===== src/rtl/ps2_key_receiver_if.sv =====
// PS/2 keyboard link bundle: the two raw keyboard lines plus the decoded key outputs.
// slave = receiver side, master = keyboard/stimulus side.
interface ps2_key_receiver_if;
    logic       ps2Clk;
    logic       ps2Data;
    logic [7:0] keycode;
    logic       newKeyStrobe;
    logic       extended;
    logic       parityErr;
    logic       frameErr;

    modport slave (
        input  ps2Clk, ps2Data,
        output keycode, newKeyStrobe, extended, parityErr, frameErr
    );

    modport master (
        output ps2Clk, ps2Data,
        input  keycode, newKeyStrobe, extended, parityErr, frameErr
    );
endinterface


===== src/rtl/ps2_key_receiver.sv =====
// PS/2 keyboard receiver: synchronise and filter the keyboard lines, deframe bytes, track make/break/E0 codes.
// Optional macro PS2_PARITY_CHECK_EN enables odd-parity checking and the parityErr pulse.
module ps2_key_receiver #(
    parameter int FILTER_LEN     = 8,
    parameter int TIMEOUT_CYCLES = 100000
) (
    input  logic               clk100MHz,
    input  logic               reset,
    ps2_key_receiver_if.slave  bus
);
    localparam int FLT_W = $clog2(FILTER_LEN + 1);
    localparam int TMO_W = $clog2(TIMEOUT_CYCLES + 1);

    typedef enum logic [1:0] {ST_IDLE, ST_DATA, ST_PARITY, ST_STOP} state_e;

    logic             clk_meta_q, clk_sync_q, data_meta_q, data_sync_q;
    logic             flt_level_q;
    logic [FLT_W-1:0] flt_cnt_q;
    logic             flt_fire, fall_edge;

    state_e           state_q, state_d;
    logic [2:0]       bit_cnt_q, bit_cnt_d;
    logic [7:0]       shift_q, shift_d;
    logic [TMO_W-1:0] tmo_q, tmo_d;
    logic             ext_pend_q, ext_pend_d, brk_pend_q, brk_pend_d;
    logic [7:0]       keycode_q, keycode_d;
    logic             extended_q, extended_d;
    logic             strobe_q, strobe_d, frame_err_q, frame_err_d;
    logic             byte_ok;
`ifdef PS2_PARITY_CHECK_EN
    logic             parity_q, parity_d, parity_err_q, parity_err_d;
`endif

    // Idle PS/2 lines float high, so the synchronisers and filter reset to 1.
    always_ff @(posedge clk100MHz or posedge reset) begin
        if (reset) begin
            clk_meta_q  <= 1'b1;
            clk_sync_q  <= 1'b1;
            data_meta_q <= 1'b1;
            data_sync_q <= 1'b1;
        end else begin
            // NOTE: non-blocking so each flop samples the previous stage's old value.
            clk_meta_q  <= bus.ps2Clk;
            clk_sync_q  <= clk_meta_q;
            data_meta_q <= bus.ps2Data;
            data_sync_q <= data_meta_q;
        end
    end

    // Any sample agreeing with the current level restarts the run, so a level change needs FILTER_LEN in a row.
    assign flt_fire  = (clk_sync_q != flt_level_q) && (flt_cnt_q == FLT_W'(FILTER_LEN - 1));
    assign fall_edge = flt_fire && flt_level_q;

    always_ff @(posedge clk100MHz or posedge reset) begin
        if (reset) begin
            flt_level_q <= 1'b1;
            flt_cnt_q   <= '0;
        end else if (clk_sync_q == flt_level_q) begin
            flt_cnt_q   <= '0;
        end else if (flt_fire) begin
            flt_level_q <= clk_sync_q;
            flt_cnt_q   <= '0;
        end else begin
            flt_cnt_q   <= flt_cnt_q + 1'b1;
        end
    end

    always_comb begin
        // NOTE: every next-state signal gets a default first so no path infers a latch.
        state_d     = state_q;
        bit_cnt_d   = bit_cnt_q;
        shift_d     = shift_q;
        tmo_d       = tmo_q;
        ext_pend_d  = ext_pend_q;
        brk_pend_d  = brk_pend_q;
        keycode_d   = keycode_q;
        extended_d  = extended_q;
        strobe_d    = 1'b0;
        frame_err_d = 1'b0;
        byte_ok     = 1'b0;
`ifdef PS2_PARITY_CHECK_EN
        parity_d     = parity_q;
        parity_err_d = 1'b0;
`endif

        if (state_q == ST_IDLE || fall_edge) begin
            tmo_d = '0;
        end else if (tmo_q == TMO_W'(TIMEOUT_CYCLES - 1)) begin
            tmo_d       = '0;
            state_d     = ST_IDLE;
            frame_err_d = 1'b1;
        end else begin
            tmo_d = tmo_q + 1'b1;
        end

        if (fall_edge) begin
            unique case (state_q)
                ST_IDLE: if (!data_sync_q) begin
                    state_d   = ST_DATA;
                    bit_cnt_d = '0;
                end
                ST_DATA: begin
                    shift_d   = {data_sync_q, shift_q[7:1]};
                    bit_cnt_d = bit_cnt_q + 1'b1;
                    if (bit_cnt_q == 3'd7) state_d = ST_PARITY;
                end
                ST_PARITY: begin
`ifdef PS2_PARITY_CHECK_EN
                    parity_d = data_sync_q;
`endif
                    state_d  = ST_STOP;
                end
                ST_STOP: begin
                    state_d = ST_IDLE;
                    if (!data_sync_q) begin
                        frame_err_d = 1'b1;
`ifdef PS2_PARITY_CHECK_EN
                    end else if (!(^{shift_q, parity_q})) begin
                        parity_err_d = 1'b1;
`endif
                    end else begin
                        byte_ok = 1'b1;
                    end
                end
                default: state_d = ST_IDLE;
            endcase
        end

        // A break only clears the output if it names the key currently shown.
        if (byte_ok) begin
            if (shift_q == 8'hE0) begin
                ext_pend_d = 1'b1;
            end else if (shift_q == 8'hF0) begin
                brk_pend_d = 1'b1;
            end else if (brk_pend_q) begin
                if (shift_q == keycode_q && ext_pend_q == extended_q) begin
                    keycode_d  = 8'h00;
                    extended_d = 1'b0;
                end
                brk_pend_d = 1'b0;
                ext_pend_d = 1'b0;
            end else begin
                keycode_d  = shift_q;
                extended_d = ext_pend_q;
                ext_pend_d = 1'b0;
                strobe_d   = 1'b1;
            end
        end
    end

    always_ff @(posedge clk100MHz or posedge reset) begin
        if (reset) begin
            state_q     <= ST_IDLE;
            bit_cnt_q   <= '0;
            shift_q     <= '0;
            tmo_q       <= '0;
            ext_pend_q  <= 1'b0;
            brk_pend_q  <= 1'b0;
            keycode_q   <= 8'h00;
            extended_q  <= 1'b0;
            strobe_q    <= 1'b0;
            frame_err_q <= 1'b0;
        end else begin
            state_q     <= state_d;
            bit_cnt_q   <= bit_cnt_d;
            shift_q     <= shift_d;
            tmo_q       <= tmo_d;
            ext_pend_q  <= ext_pend_d;
            brk_pend_q  <= brk_pend_d;
            keycode_q   <= keycode_d;
            extended_q  <= extended_d;
            strobe_q    <= strobe_d;
            frame_err_q <= frame_err_d;
        end
    end

`ifdef PS2_PARITY_CHECK_EN
    always_ff @(posedge clk100MHz or posedge reset) begin
        if (reset) begin
            parity_q     <= 1'b0;
            parity_err_q <= 1'b0;
        end else begin
            parity_q     <= parity_d;
            parity_err_q <= parity_err_d;
        end
    end
    assign bus.parityErr = parity_err_q;
`else
    assign bus.parityErr = 1'b0;
`endif

    assign bus.keycode      = keycode_q;
    assign bus.extended     = extended_q;
    assign bus.newKeyStrobe = strobe_q;
    assign bus.frameErr     = frame_err_q;
endmodule


===== src/flat_wrapper.sv =====
// flat-port wrapper written by rule: the top's interface ports become plain ports
module ps2_key_receiver_flat 
#(
    parameter int FILTER_LEN     = 8,
    parameter int TIMEOUT_CYCLES = 100000
)
  (clk100MHz, reset, bus_ps2Clk, bus_ps2Data, bus_keycode, bus_newKeyStrobe, bus_extended, bus_parityErr, bus_frameErr);
  ps2_key_receiver_if bus_i ();
  input  logic clk100MHz;
  input  logic reset;
  input wire logic [$bits(bus_i.ps2Clk)-1:0] bus_ps2Clk;
  input wire logic [$bits(bus_i.ps2Data)-1:0] bus_ps2Data;
  output wire logic [$bits(bus_i.keycode)-1:0] bus_keycode;
  output wire logic [$bits(bus_i.newKeyStrobe)-1:0] bus_newKeyStrobe;
  output wire logic [$bits(bus_i.extended)-1:0] bus_extended;
  output wire logic [$bits(bus_i.parityErr)-1:0] bus_parityErr;
  output wire logic [$bits(bus_i.frameErr)-1:0] bus_frameErr;
  assign bus_i.ps2Clk = bus_ps2Clk;
  assign bus_i.ps2Data = bus_ps2Data;
  assign bus_keycode = bus_i.keycode;
  assign bus_newKeyStrobe = bus_i.newKeyStrobe;
  assign bus_extended = bus_i.extended;
  assign bus_parityErr = bus_i.parityErr;
  assign bus_frameErr = bus_i.frameErr;
  ps2_key_receiver #(.FILTER_LEN(FILTER_LEN), .TIMEOUT_CYCLES(TIMEOUT_CYCLES)) u_core (.clk100MHz(clk100MHz), .reset(reset), .bus(bus_i));
endmodule

===== config.mk =====
export PLATFORM = sky130hd
export DESIGN_NAME = ps2_key_receiver_flat
export DESIGN_NICKNAME = d
export VERILOG_FILES = /design/src/rtl/ps2_key_receiver_if.sv /design/src/rtl/ps2_key_receiver.sv /design/src/flat_wrapper.sv
export SDC_FILE = /design/constraint.sdc
export NUM_CORES = 1
export LEC_CHECK = 0
export CAP_MARGIN = 20
export CORE_ASPECT_RATIO = 0.6
export CORE_MARGIN = 2
export CORE_UTILIZATION = 55
export DETAILED_ROUTE_END_ITERATION = 6
export PLACE_DENSITY = 0.75
export SETUP_SLACK_MARGIN = 0.02
export SLEW_MARGIN = 20
export SYNTH_ARGS = -nofsm -noshare
export SYNTH_HDL_FRONTEND = slang
export SYNTH_SLANG_ARGS = --single-unit

===== constraint.sdc =====
create_clock -name clk100MHz -period 2.2 [get_ports clk100MHz]
set_input_delay 0.33 -clock clk100MHz [delete_from_list [all_inputs] [get_ports clk100MHz]]
set_output_delay 0.33 -clock clk100MHz [all_outputs]
set_load 0.01 [all_outputs]

==> flow_summary.json <==
{
  "maxSlewHeadroom": 0.5186,
  "route.met3.wl_um": 205,
  "synth.largest_area_cell": "dfrtp_1",
  "crit_path_start_kind": "flip-flop",
  "postCtsHoldBufs": 0,
  "wl_met2_mm": 1.919,
  "rows": 18,
  "finalCriticalPeriod_ps": 1999,
  "ios": 16,
  "synthArstFlopShare": 1.000,
  "yosysSeqAreaShare": 0.5553,
  "grt_max_degree": 36,
  "drive_gt1_frac": 0.1422,
  "tightest_slew_ps": 720.0,
  "tritoncts": "done",
  "ant_nets": 0,
  "h-tree-depth": 2,
  "power_density_nw_per_um2": 637.5,
  "die_area_um2": 4838,
  "avgViaCountPerCell": 5.590,
  "syn_nets": 209,
  "drv_cap": 0,
  "cts_root_buffer": "clkbuf_8",
  "crit_path_max_fanout": 17,
  "rrSetupSlack_ps": 200,
  "final-hold-violation-count": 0,
  "worstPathArrival_ps": 2150,
  "grt_pass1_wl_mm": 7.521,
  "ys.flop_type": "dfrtp_1",
  "fin_hold_ws_ps": 323.8,
  "area_delta_synth_final_pct": 11.90,
  "routedWlPerCell_um": 15.78,
  "netlist_area_um2": 2355,
  "synth-edff-count": 0,
  "synth_area_leaders": "dfrtp_1 50%, xor2_1 6.3%, dfstp_2 5.6%",
  "outcome": "finished, final reports clean",
  "nNetsFinal": 225,
  "leakage_nw": 1.220,
  "numCtsBuffers": 5,
  "p_total_w": 0.001680,
  "die_y_um": 54.69,
  "dpl.hpwl_mm": 3.118,
  "path_class": "reg -> reg",
  "yosysTopAreaCellShare": 0.4995,
  "fmax_ghz": 0.5002,
  "finalCritPeriodShare": 0.9087,
  "firstDrtPassIters": 4,
  "finalSetupViolations": 0,
  "vdd_drop_max_v": 0.0003843,
  "via_count": 1554,
  "ys_warn_count": 0,
  "rr_endpoint": "u_core.tmo_q[11]$_DFF_PP0_",
  "required_ps": 2350,
  "synth_cell_type_count": 42,
  "m1WireLength_mm": 2.249,
  "antennaDiodeCount": 0,
  "drc": 0,
  "cts.path.max_buffers": 2,
  "rr_startpoint": "u_core.tmo_q[0]$_DFF_PP0_",
  "antenna_found_initial": 0,
  "fin_skew_ps": 10.79,
  "gp_congestion": 0.8821,
  "dr.first_iter.drc_count": 128,
  "clkLatencyLatePin_ps": 300,
  "core_um2": 4099,
  "cts.clk_slew.worst_paths_ps": 90,
  "overflow": 0,
  "die_width_um": 88.47,
  "hold_class": "in -> async",
  "post_cts_buffers": 0,
  "finalWirelength_mm": 4.387,
  "cp-end-kind": "flip-flop",
  "synth_area_per_cell_um2": 11.72,
  "setup_tns_ps": 0,
  "synth-seq-cells": 52,
  "slew_violations": 0,
  "cts_sinks": 52,
  "post_cts_resize_count": 0,
  "grt_usage": 0.2078,
  "reg2reg_depth": 5,
  "io_buffers": 14,
  "postSynthCellCount": 201,
  "start_util": 0.5745,
  "rsz0062_at_grt": "no",
  "top_layer_used": "met4",
  "grt_pass1_vias": 1561,
  "fillCellCount": 316
}
[cell usage in the layout, fill, tap and decap left out, types with 6 or more instances in the layout]
master,Yosys,layout
dfrtp_1,47,47
nor2_1,26,26
xor2_1,17,17
clkdlybuf4s50_1,0,14
a22o_1,12,12
mux2_2,10,10
nand3_1,9,9
xnor2_1,9,9
nor3_1,6,6
nand2_1,6,6
clkbuf_8,1,6
[area by class of cell]
type                    count  area, µm²  share of cell area
flip-flops and latches     52       1308              0.4962
multi-input cells         137      972.2              0.3689
repair buffers             16      167.7             0.06363
clock buffers               7      86.33             0.03276
well taps                  60      75.07             0.02849
inverters                   5      18.77            0.007122
clock inverters             1      7.507            0.002849
[layer usage]
metal / vias up / GRT usage
met4: 0 / 0.04545
met1: 781 / 0.3061
met3: 2 / 0.05128
met5: - / 0
met2: 40 / 0.3133
li1: 731 / -
[sequential cells by signal (all words and copies together) (netlist names)]
name                     cells
u_core.flt_cnt_q             4
u_core.data_meta_q           1
u_core.clk_meta_q            1
u_core.flt_level_q           1
u_core.bus.extended          1
u_core.tmo_q                17
u_core.clk_sync_q            1
u_core.brk_pend_q            1
u_core.bus.frameErr          1
u_core.state_q               2
u_core.bit_cnt_q             3
u_core.bus.newKeyStrobe      1
u_core.bus.keycode           8
u_core.shift_q               8
u_core.data_sync_q           1
u_core.ext_pend_q            1
[cell families (layout without fill, tap and decap cells)]
logic type	after synthesis	count (layout)	share of synthesized area
compound gates	24	24	0.08024
other cells	1	1	0.001593
simple gates	71	71	0.1610
mux	11	11	0.05207
fa+ha+maj	4	4	0.02125
xor+xnor	26	26	0.09671
flops	52	52	0.5553
buf+inv	12	29	0.03188
[power by group]
group / switching [W] / total, W / internal, W
clock: 0.000295 / 0.000552 / 0.000256
sequential: 0.0000334 / 0.00103 / 0.000998
combinational: 0.0000529 / 0.0000971 / 0.0000442
total: 0.000382 / 0.00168 / 0.00130
[synth_stat cells, types with 2 or more instances]
cell type  instances
a21oi_1            4
a22o_1            12
and3_1             4
buf_4              3
dfrtp_1           47
dfstp_2            5
ha_1               4
inv_1              5
mux2_2            10
nand2_1            6
nand3_1            9
nand4_1            4
nor2_1            26
nor2b_1            2
nor3_1             6
nor4_1             3
o21ai_0            2
xnor2_1            9
xor2_1            17
[through the flow]
| stage | cells | cell area [µm²] | setup slack (ps) | utilization |
|---|---|---|---|---|
| global route | 278 | 2635 | 124.1 | 0.6429 |
| CTS | 278 | 2635 | 241.5 | 0.6429 |
| finish | 278 | 2635 | 200.9 | 0.6429 |
| global placement | 270 | 2541 | 344.6 | 0.6200 |
| floorplan | 201 | 2355 | 344.9 | - |
| detailed placement | 270 | 2541 | 256.5 | 0.6200 |
[worst max-delay path by stage]
stage	from	end	slack (ps)	cells after the start
after floorplan	u_core.flt_cnt_q[0]$_DFF_PP0_	u_core.shift_q[0]$_DFFE_PP0P_	340	7
after global placement	u_core.flt_cnt_q[0]$_DFF_PP0_	u_core.shift_q[1]$_DFFE_PP0P_	340	6
after detailed placement	u_core.tmo_q[0]$_DFF_PP0_	u_core.tmo_q[11]$_DFF_PP0_	260	5
after CTS	u_core.tmo_q[0]$_DFF_PP0_	u_core.tmo_q[11]$_DFF_PP0_	240	5
after global routing	u_core.tmo_q[0]$_DFF_PP0_	u_core.tmo_q[4]$_DFF_PP0_	120	5
final	u_core.tmo_q[0]$_DFF_PP0_	u_core.tmo_q[11]$_DFF_PP0_	200	5
[worst max-delay path: stages (launching register included)]
cell      delay (ps)
dfrtp_1          430
ha_1             300
nand4_1          140
or4_4            540
o211ai_2         290
nor2_1           140
Power figures use the tool's default switching activity.
